## config.mk

```make
export PLATFORM = sky130hd
export DESIGN_NAME = ex_stage
export DESIGN_NICKNAME = d
export VERILOG_FILES = /design/src/rtl/ex_pkg.sv /design/src/rtl/ex_alu.sv /design/src/rtl/ex_stage.sv
export SDC_FILE = /design/constraint.sdc
export NUM_CORES = 1
export LEC_CHECK = 0
export BUFFER_PORTS_ARGS = -buffer_cell sky130_fd_sc_hd__buf_4
export CAP_MARGIN = 15
export CORE_UTILIZATION = 45
export CTS_CLUSTER_DIAMETER = 30
export CTS_CLUSTER_SIZE = 16
export DETAILED_ROUTE_END_ITERATION = 8
export GPL_ROUTABILITY_DRIVEN = 0
export GPL_TIMING_DRIVEN = 1
export PLACE_DENSITY_LB_ADDON = 0.05
export SYNTH_ARGS = -nofsm -noshare
export SYNTH_HDL_FRONTEND = slang
export SYNTH_SLANG_ARGS = --single-unit
```

## constraint.sdc

```tcl
create_clock -name clk -period 4.35 [get_ports clk]
set_input_delay 0.435 -clock clk [delete_from_list [all_inputs] [get_ports clk]]
set_output_delay 0.435 -clock clk [all_outputs]
set_load 0.02 [all_outputs]
```

## src/rtl/ex_pkg.sv

```systemverilog
// Shared encodings for the MIPS execute stage: ALU op classes, ALU control
// codes, R-type funct values and control-field bit positions.
package ex_pkg;

    localparam logic [1:0] ALUOP_ADD   = 2'b00;
    localparam logic [1:0] ALUOP_SUB   = 2'b01;
    localparam logic [1:0] ALUOP_RTYPE = 2'b10;
    localparam logic [1:0] ALUOP_ADD2  = 2'b11;

    typedef enum logic [3:0] {
        ALU_AND  = 4'b0000,
        ALU_OR   = 4'b0001,
        ALU_ADD  = 4'b0010,
        ALU_SUB  = 4'b0110,
        ALU_SLT  = 4'b0111,
        ALU_NOR  = 4'b1100,
        ALU_NONE = 4'b1111
    } alu_ctrl_e;

    localparam logic [5:0] FUNCT_ADD = 6'b100000;
    localparam logic [5:0] FUNCT_SUB = 6'b100010;
    localparam logic [5:0] FUNCT_AND = 6'b100100;
    localparam logic [5:0] FUNCT_OR  = 6'b100101;
    localparam logic [5:0] FUNCT_SLT = 6'b101010;
    localparam logic [5:0] FUNCT_NOR = 6'b100111;

    localparam int unsigned WB_W          = 2;
    localparam int unsigned WB_REGWRITE   = 1;
    localparam int unsigned WB_MEMTOREG   = 0;

    localparam int unsigned MEM_W         = 3;
    localparam int unsigned MEM_BRANCH    = 2;
    localparam int unsigned MEM_MEMREAD   = 1;
    localparam int unsigned MEM_MEMWRITE  = 0;

    localparam int unsigned EXE_W         = 4;
    localparam int unsigned EXE_REGDST    = 3;
    localparam int unsigned EXE_ALUOP_HI  = 2;
    localparam int unsigned EXE_ALUOP_LO  = 1;
    localparam int unsigned EXE_ALUSRC    = 0;

endpackage

```

## src/rtl/ex_alu.sv

```systemverilog
// Combinational ALU control decode and ALU; unknown funct yields a zero result.
module ex_alu
    import ex_pkg::*;
#(
    parameter int unsigned DATA_W = 32
) (
    input  logic [1:0]        aluop_i,
    input  logic [5:0]        funct_i,
    input  logic [DATA_W-1:0] a_i,
    input  logic [DATA_W-1:0] b_i,
    output logic [DATA_W-1:0] result_o,
    output logic              zero_o
);

    alu_ctrl_e ctrl;

    always_comb begin
        ctrl = ALU_NONE;
        unique case (aluop_i)
            ALUOP_ADD:   ctrl = ALU_ADD;
            ALUOP_SUB:   ctrl = ALU_SUB;
            ALUOP_ADD2:  ctrl = ALU_ADD;
            ALUOP_RTYPE: begin
                case (funct_i)
                    FUNCT_ADD: ctrl = ALU_ADD;
                    FUNCT_SUB: ctrl = ALU_SUB;
                    FUNCT_AND: ctrl = ALU_AND;
                    FUNCT_OR:  ctrl = ALU_OR;
                    FUNCT_SLT: ctrl = ALU_SLT;
                    FUNCT_NOR: ctrl = ALU_NOR;
                    default:   ctrl = ALU_NONE;
                endcase
            end
            default:     ctrl = ALU_NONE;
        endcase
    end

    always_comb begin
        result_o = '0;
        case (ctrl)
            ALU_AND: result_o = a_i & b_i;
            ALU_OR:  result_o = a_i | b_i;
            ALU_ADD: result_o = a_i + b_i;
            ALU_SUB: result_o = a_i - b_i;
            ALU_SLT: result_o = {{(DATA_W-1){1'b0}}, ($signed(a_i) < $signed(b_i))};
            ALU_NOR: result_o = ~(a_i | b_i);
            default: result_o = '0;
        endcase
    end

    assign zero_o = (result_o == '0);

endmodule

```

## src/rtl/ex_stage.sv

```systemverilog
// MIPS execute stage: operand mux, ALU, branch adder, destination select and
// the EX/MEM pipeline register with stall/flush.
module ex_stage
    import ex_pkg::*;
#(
    parameter int unsigned DATA_W     = 32,
    parameter int unsigned REG_ADDR_W = 5
) (
    input  logic                  clk,
    input  logic                  rst,
    input  logic                  ex_stall,
    input  logic                  ex_flush,
    input  logic [WB_W-1:0]       id_ex_wb,
    input  logic [MEM_W-1:0]      id_ex_mem,
    input  logic [EXE_W-1:0]      id_ex_execute,
    input  logic [DATA_W-1:0]     id_ex_npc,
    input  logic [DATA_W-1:0]     id_ex_readdat1,
    input  logic [DATA_W-1:0]     id_ex_readdat2,
    input  logic [DATA_W-1:0]     id_ex_sign_ext,
    input  logic [REG_ADDR_W-1:0] id_ex_instr_bits_20_16,
    input  logic [REG_ADDR_W-1:0] id_ex_instr_bits_15_11,
    output logic [WB_W-1:0]       ex_mem_wb,
    output logic [MEM_W-1:0]      ex_mem_m,
    output logic                  ex_mem_valid,
    output logic [DATA_W-1:0]     ex_mem_branch_target,
    output logic                  ex_mem_zero,
    output logic [DATA_W-1:0]     ex_mem_alu_result,
    output logic [DATA_W-1:0]     ex_mem_rdata2,
    output logic [REG_ADDR_W-1:0] ex_mem_write_reg
);

    logic [DATA_W-1:0]     alu_b;
    logic [DATA_W-1:0]     alu_result;
    logic                  alu_zero;
    logic [DATA_W-1:0]     branch_target;
    logic [REG_ADDR_W-1:0] write_reg;

    logic [WB_W-1:0]       wb_q;
    logic [MEM_W-1:0]      m_q;
    logic                  valid_q;
    logic [DATA_W-1:0]     target_q;
    logic                  zero_q;
    logic [DATA_W-1:0]     result_q;
    logic [DATA_W-1:0]     rdata2_q;
    logic [REG_ADDR_W-1:0] write_reg_q;

    assign alu_b = id_ex_execute[EXE_ALUSRC] ? id_ex_sign_ext : id_ex_readdat2;

    // Top two immediate bits fall off the word-offset shift.
    assign branch_target = id_ex_npc + {id_ex_sign_ext[DATA_W-3:0], 2'b00};

    assign write_reg = id_ex_execute[EXE_REGDST] ? id_ex_instr_bits_15_11
                                                 : id_ex_instr_bits_20_16;

    ex_alu #(
        .DATA_W (DATA_W)
    ) u_alu (
        .aluop_i  (id_ex_execute[EXE_ALUOP_HI:EXE_ALUOP_LO]),
        .funct_i  (id_ex_sign_ext[5:0]),
        .a_i      (id_ex_readdat1),
        .b_i      (alu_b),
        .result_o (alu_result),
        .zero_o   (alu_zero)
    );

    always_ff @(posedge clk) begin
        if (!rst || ex_flush) begin
            wb_q        <= '0;
            m_q         <= '0;
            valid_q     <= 1'b0;
            target_q    <= '0;
            zero_q      <= 1'b0;
            result_q    <= '0;
            rdata2_q    <= '0;
            write_reg_q <= '0;
        end else if (!ex_stall) begin
            wb_q        <= id_ex_wb;
            m_q         <= id_ex_mem;
            valid_q     <= 1'b1;
            target_q    <= branch_target;
            zero_q      <= alu_zero;
            result_q    <= alu_result;
            rdata2_q    <= id_ex_readdat2;
            write_reg_q <= write_reg;
        end
    end

    assign ex_mem_wb            = wb_q;
    assign ex_mem_m             = m_q;
    assign ex_mem_valid         = valid_q;
    assign ex_mem_branch_target = target_q;
    assign ex_mem_zero          = zero_q;
    assign ex_mem_alu_result    = result_q;
    assign ex_mem_rdata2        = rdata2_q;
    assign ex_mem_write_reg     = write_reg_q;

endmodule

```

==> results by stage <==
Outcome:
- The run finished with clean final reports.

Worst setup path:
- The critical path launch point type is a primary input.
- The startpoint-to-endpoint class of the critical path is in2reg.
- Traced cell by cell, the critical path runs through buf_4 > buf_4 > buf_6 > mux2i_2 > ha_1 > nor4_1 > buf_4 > a21boi_0 > nor3_1 > a31oi_1 > mux2i_1 > a211oi_1 > o21ai_1 > nor4_1 > nand4_1 > nor4_1 > a41o_1.
- For this run, the slowest stage of the critical path takes 0.41 ns.
- The worst setup path is captured at a flop.
- The maximum fanout count along the critical path is 18.
- The worst endpoint data arrival time is approximately 4.4 ns.
- The required arrival time at the worst endpoint is ~4.7 ns.
- The largest individual stage delay along the critical path comes from the cell mux2i_2.
- In this run the register-to-register setup slack is ~3.5 ns.

Detailed routing:
- The detailed-route wire length is 42.4 mm.
- The remaining design rule violation count is 0.
- The pre-antenna-repair detailed-routing pass consisted of 6 iterations.
- The total via count in the routed design is 12.6k.
- The routed wire length per instance is 19.5 µm.
- The detailed-route vias per instance is between 5 and 6.
- Once detail routing completed, the nets flagged for antenna violations numbered 0.
- The violation count after the first detailed-routing iteration is roughly 1.1k.

CTS:
- The TritonCTS clock tree is built.
- The clock reaches the later pin of the worst-skew pair after approximately 0.35 ns.
- Buffers inserted during clock tree synthesis total 9.
- The clock input transition at the sequential cells of the worst setup and hold paths is about 0.07 ns.
- Buffers added to address setup during post-CTS repair amount to 0.
- After clock tree synthesis, the repair step resized 0 gates.
- The tree built by TritonCTS fans out to about 110 sinks.
- The maximum level of the CTS H-tree is 3.
- After clock tree synthesis, the flow added hold-fix buffers numbering 0.
- The maximum buffer depth of the clock tree is 2.
- The clock tree root buffer cell is clkbuf_16.

Placed design:
- The number of buffer cells added on primary ports is between 200 and 300.
- Once detailed placement completed, the half-perimeter wirelength came to around 34 mm.
- The post-place instance area is around 14000 µm².
- At the placement stage, the worst setup path has a slack of -0.235 ns.
- The number of placed instances, taps included, is between 2k and 2.5k.

Floorplanning:
- The overall die area is approximately 25000 µm².
- The die is around 160 µm tall.
- The row count is 57.
- Once the floorplan was initialized, standard cells occupied 45.8% of the core.
- The die is roughly 160 µm wide.
- The area of the core is ~24000 µm².
- For this design the top-level I/O count stands at between 200 and 300.

Synthesis:
- The mapped netlist covers 11100 µm².
- The share of synthesized area in the top cell type comes to 19.4%.
- Of all flip-flops after synthesis, the portion carrying an async set or reset was 0%.
- Yosys instantiated no cell more often than nor2_1.
- Sorting the synthesized cells by area gives the leading types as dfxtp_1, ha_1, mux2i_1, nor2_1, a21oi_1.
- After synthesis, the most frequently instantiated cells are nor2_1, ha_1, a21oi_1, inv_1, dfxtp_1.
- The largest total area in the synthesized netlist belongs to dfxtp_1.
- A synthesized cell averages 7.51 µm².
- The number of cells produced by synthesis is 1484.
- When the netlist entered floorplanning its net count stood at between 1.5k and 2k.
- In this run, synthesis inferred 0 flip-flops with an integrated enable.
- For this run, the number of Yosys warnings is 0.
- For this run, the leading register cell type out of synthesis is dfxtp_1.
- The total of flip-flops plus latches after synthesis is 108.
- Sequential elements use between 10% and 20% of the synthesized area.
- Yosys mapped the design onto 86 distinct sky130hd cell types.

Final layout:
- The finished layout holds between 2k and 2.5k standard cells, fillers aside.
- The total of fill cells in the finished design is between 2k and 2.5k.
- The share of layout cells above drive strength 1 is about a quarter.
- The area taken by flip-flops and latches is around 2200 µm².
- The final non-filler cell area is roughly 15000 µm².
- The footprint of the multi-input gates is 8330 µm².
- The post-synthesis to final-layout area growth is 32.6%.
- The number of inserted diodes is 0.
- The final net count is between 2k and 2.5k.

STA:
- Dividing the final minimum period by the clock period gives between 90% and 100%.
- Across all setup checks in the final design, the least slack found is 0.245 ns.
- The post-route clock skew is 0 ns.
- The number of endpoints failing setup at the final stage is 0.
- Setup repair after global routing left no endpoint under its margin.
- The count of final hold-check violations is 0.
- The total negative setup slack is 0 ns.
- The max-slew violation count came to 0.
- For the pin with the worst max-slew slack, the measured transition is 1.07 ns.
- Measured against its own limit, the worst slew margin works out to about 28%.
- After layout, the minimum clock period comes to between 4 and 5 ns.
- Derived from the worst setup path, the maximum achievable clock frequency is ~0.24 GHz.

Hold path:
- The worst min-delay path category is in2reg.

Power:
- The total chip power is 3.86 mW.
- In this run the static leakage power is approximately 7.2 nW.
- VDD sags by at most ~0.18 mV.
- In this run the power density over the cells is 261 nW/µm².

GRT:
- Summed over all layers, the global routing overflow is 0.
- The first global-routing pass estimated 65.2 mm of wire.
- The via count of the first global-routing pass was 12.0k.
- The largest net degree at the start of global routing is 86.
- The global router's overall resource usage is between 30% and 40%.
- The number of antenna violations at the first check in global routing is 0.

Job:
- The tool flagged a number of max-cap violations equal to 0.
[power breakdown]
part           internal, mW  switching, mW
Clock                 0.457          0.388
Sequential             1.03         0.0260
Combinational         0.876           1.08
Total                  2.37           1.50
[layer usage]
layer / GRT usage (%) / share of wire, % / up-vias
met5: 0 / 0 / -
met4: 18.8 / 6.0 / 0
met3: 6.41 / 7.5 / 141
met2: 53.9 / 46 / 596
met1: 39.1 / 40 / 5783
li1: - / - / 6083
[worst paths after layout]
path	startpoint	to	depth (start not counted)
worst max register to register	ex_mem_branch_target[31]$_SDFFE_PP0N_	ex_mem_branch_target[31]$_SDFFE_PP0N_	3
worst min register to register	ex_mem_branch_target[15]$_SDFFE_PP0N_	ex_mem_branch_target[15]$_SDFFE_PP0N_	2
worst min-delay path	id_ex_wb[1]	ex_mem_wb[1]$_SDFFE_PP0N_	3
worst max-delay path	id_ex_execute[0]	ex_mem_zero$_SDFFE_PP0N_	17
[final cells by class]
cell class,count,area share [%]
multi-input cells,1199,56.3
repair buffers,419,21.4
flip-flops and latches,108,14.6
inverters,112,2.84
well taps,324,2.74
clock buffers,13,1.90
clock inverters,3,0.178
[stage by stage]
step	utilization, %	hold slack (ns)
2_1_floorplan	-	0.541
6_report	60.8	0.307
4_1_cts	60.7	0.305
5_1_grt	60.8	0.309
3_3_place_gp	59.4	0.450
3_5_place_dp	59.4	0.455
[cells in the final DEF (no fill, tap or decap), drive strengths merged, types with 6 or more instances in the layout]
cell type  count
a221oi        20
dfxtp        108
clkbuf        13
o22ai          9
nor4          16
o31a           8
o21ai         68
ha           131
or2            6
inv          114
nand3         26
and3          12
nor2b         20
xnor2         37
xor2           8
nor2         203
nor3          31
and2           8
nand2         98
o31ai         12
buf          419
o21bai        19
nand4         14
nand2b        30
a21o          18
or3            8
a221o         12
nor3b          8
mux2i         94
a211o          8
a21oi        130
nor4b          6
a211oi        27
o211ai        15
a31oi         14
[critical path: cells and delay by family]
family	cells	cell delay, ns
and+or+nand+nor	5	1.21
AOI/OAI and AO/OA	5	1.17
buffers and inverters	4	0.70
muxes	2	0.51
adders and majority gates	1	0.37
[logic make-up after synthesis]
| family | share of synthesized area (%) |
|---|---|
| mux | 8.54 |
| buf+inv | 6.13 |
| compound gates | 25.3 |
| simple gates | 21.9 |
| xor+xnor | 3.54 |
| flops | 19.4 |
| fa+ha+maj | 15.2 |
(Power assumes the default switching activity.)
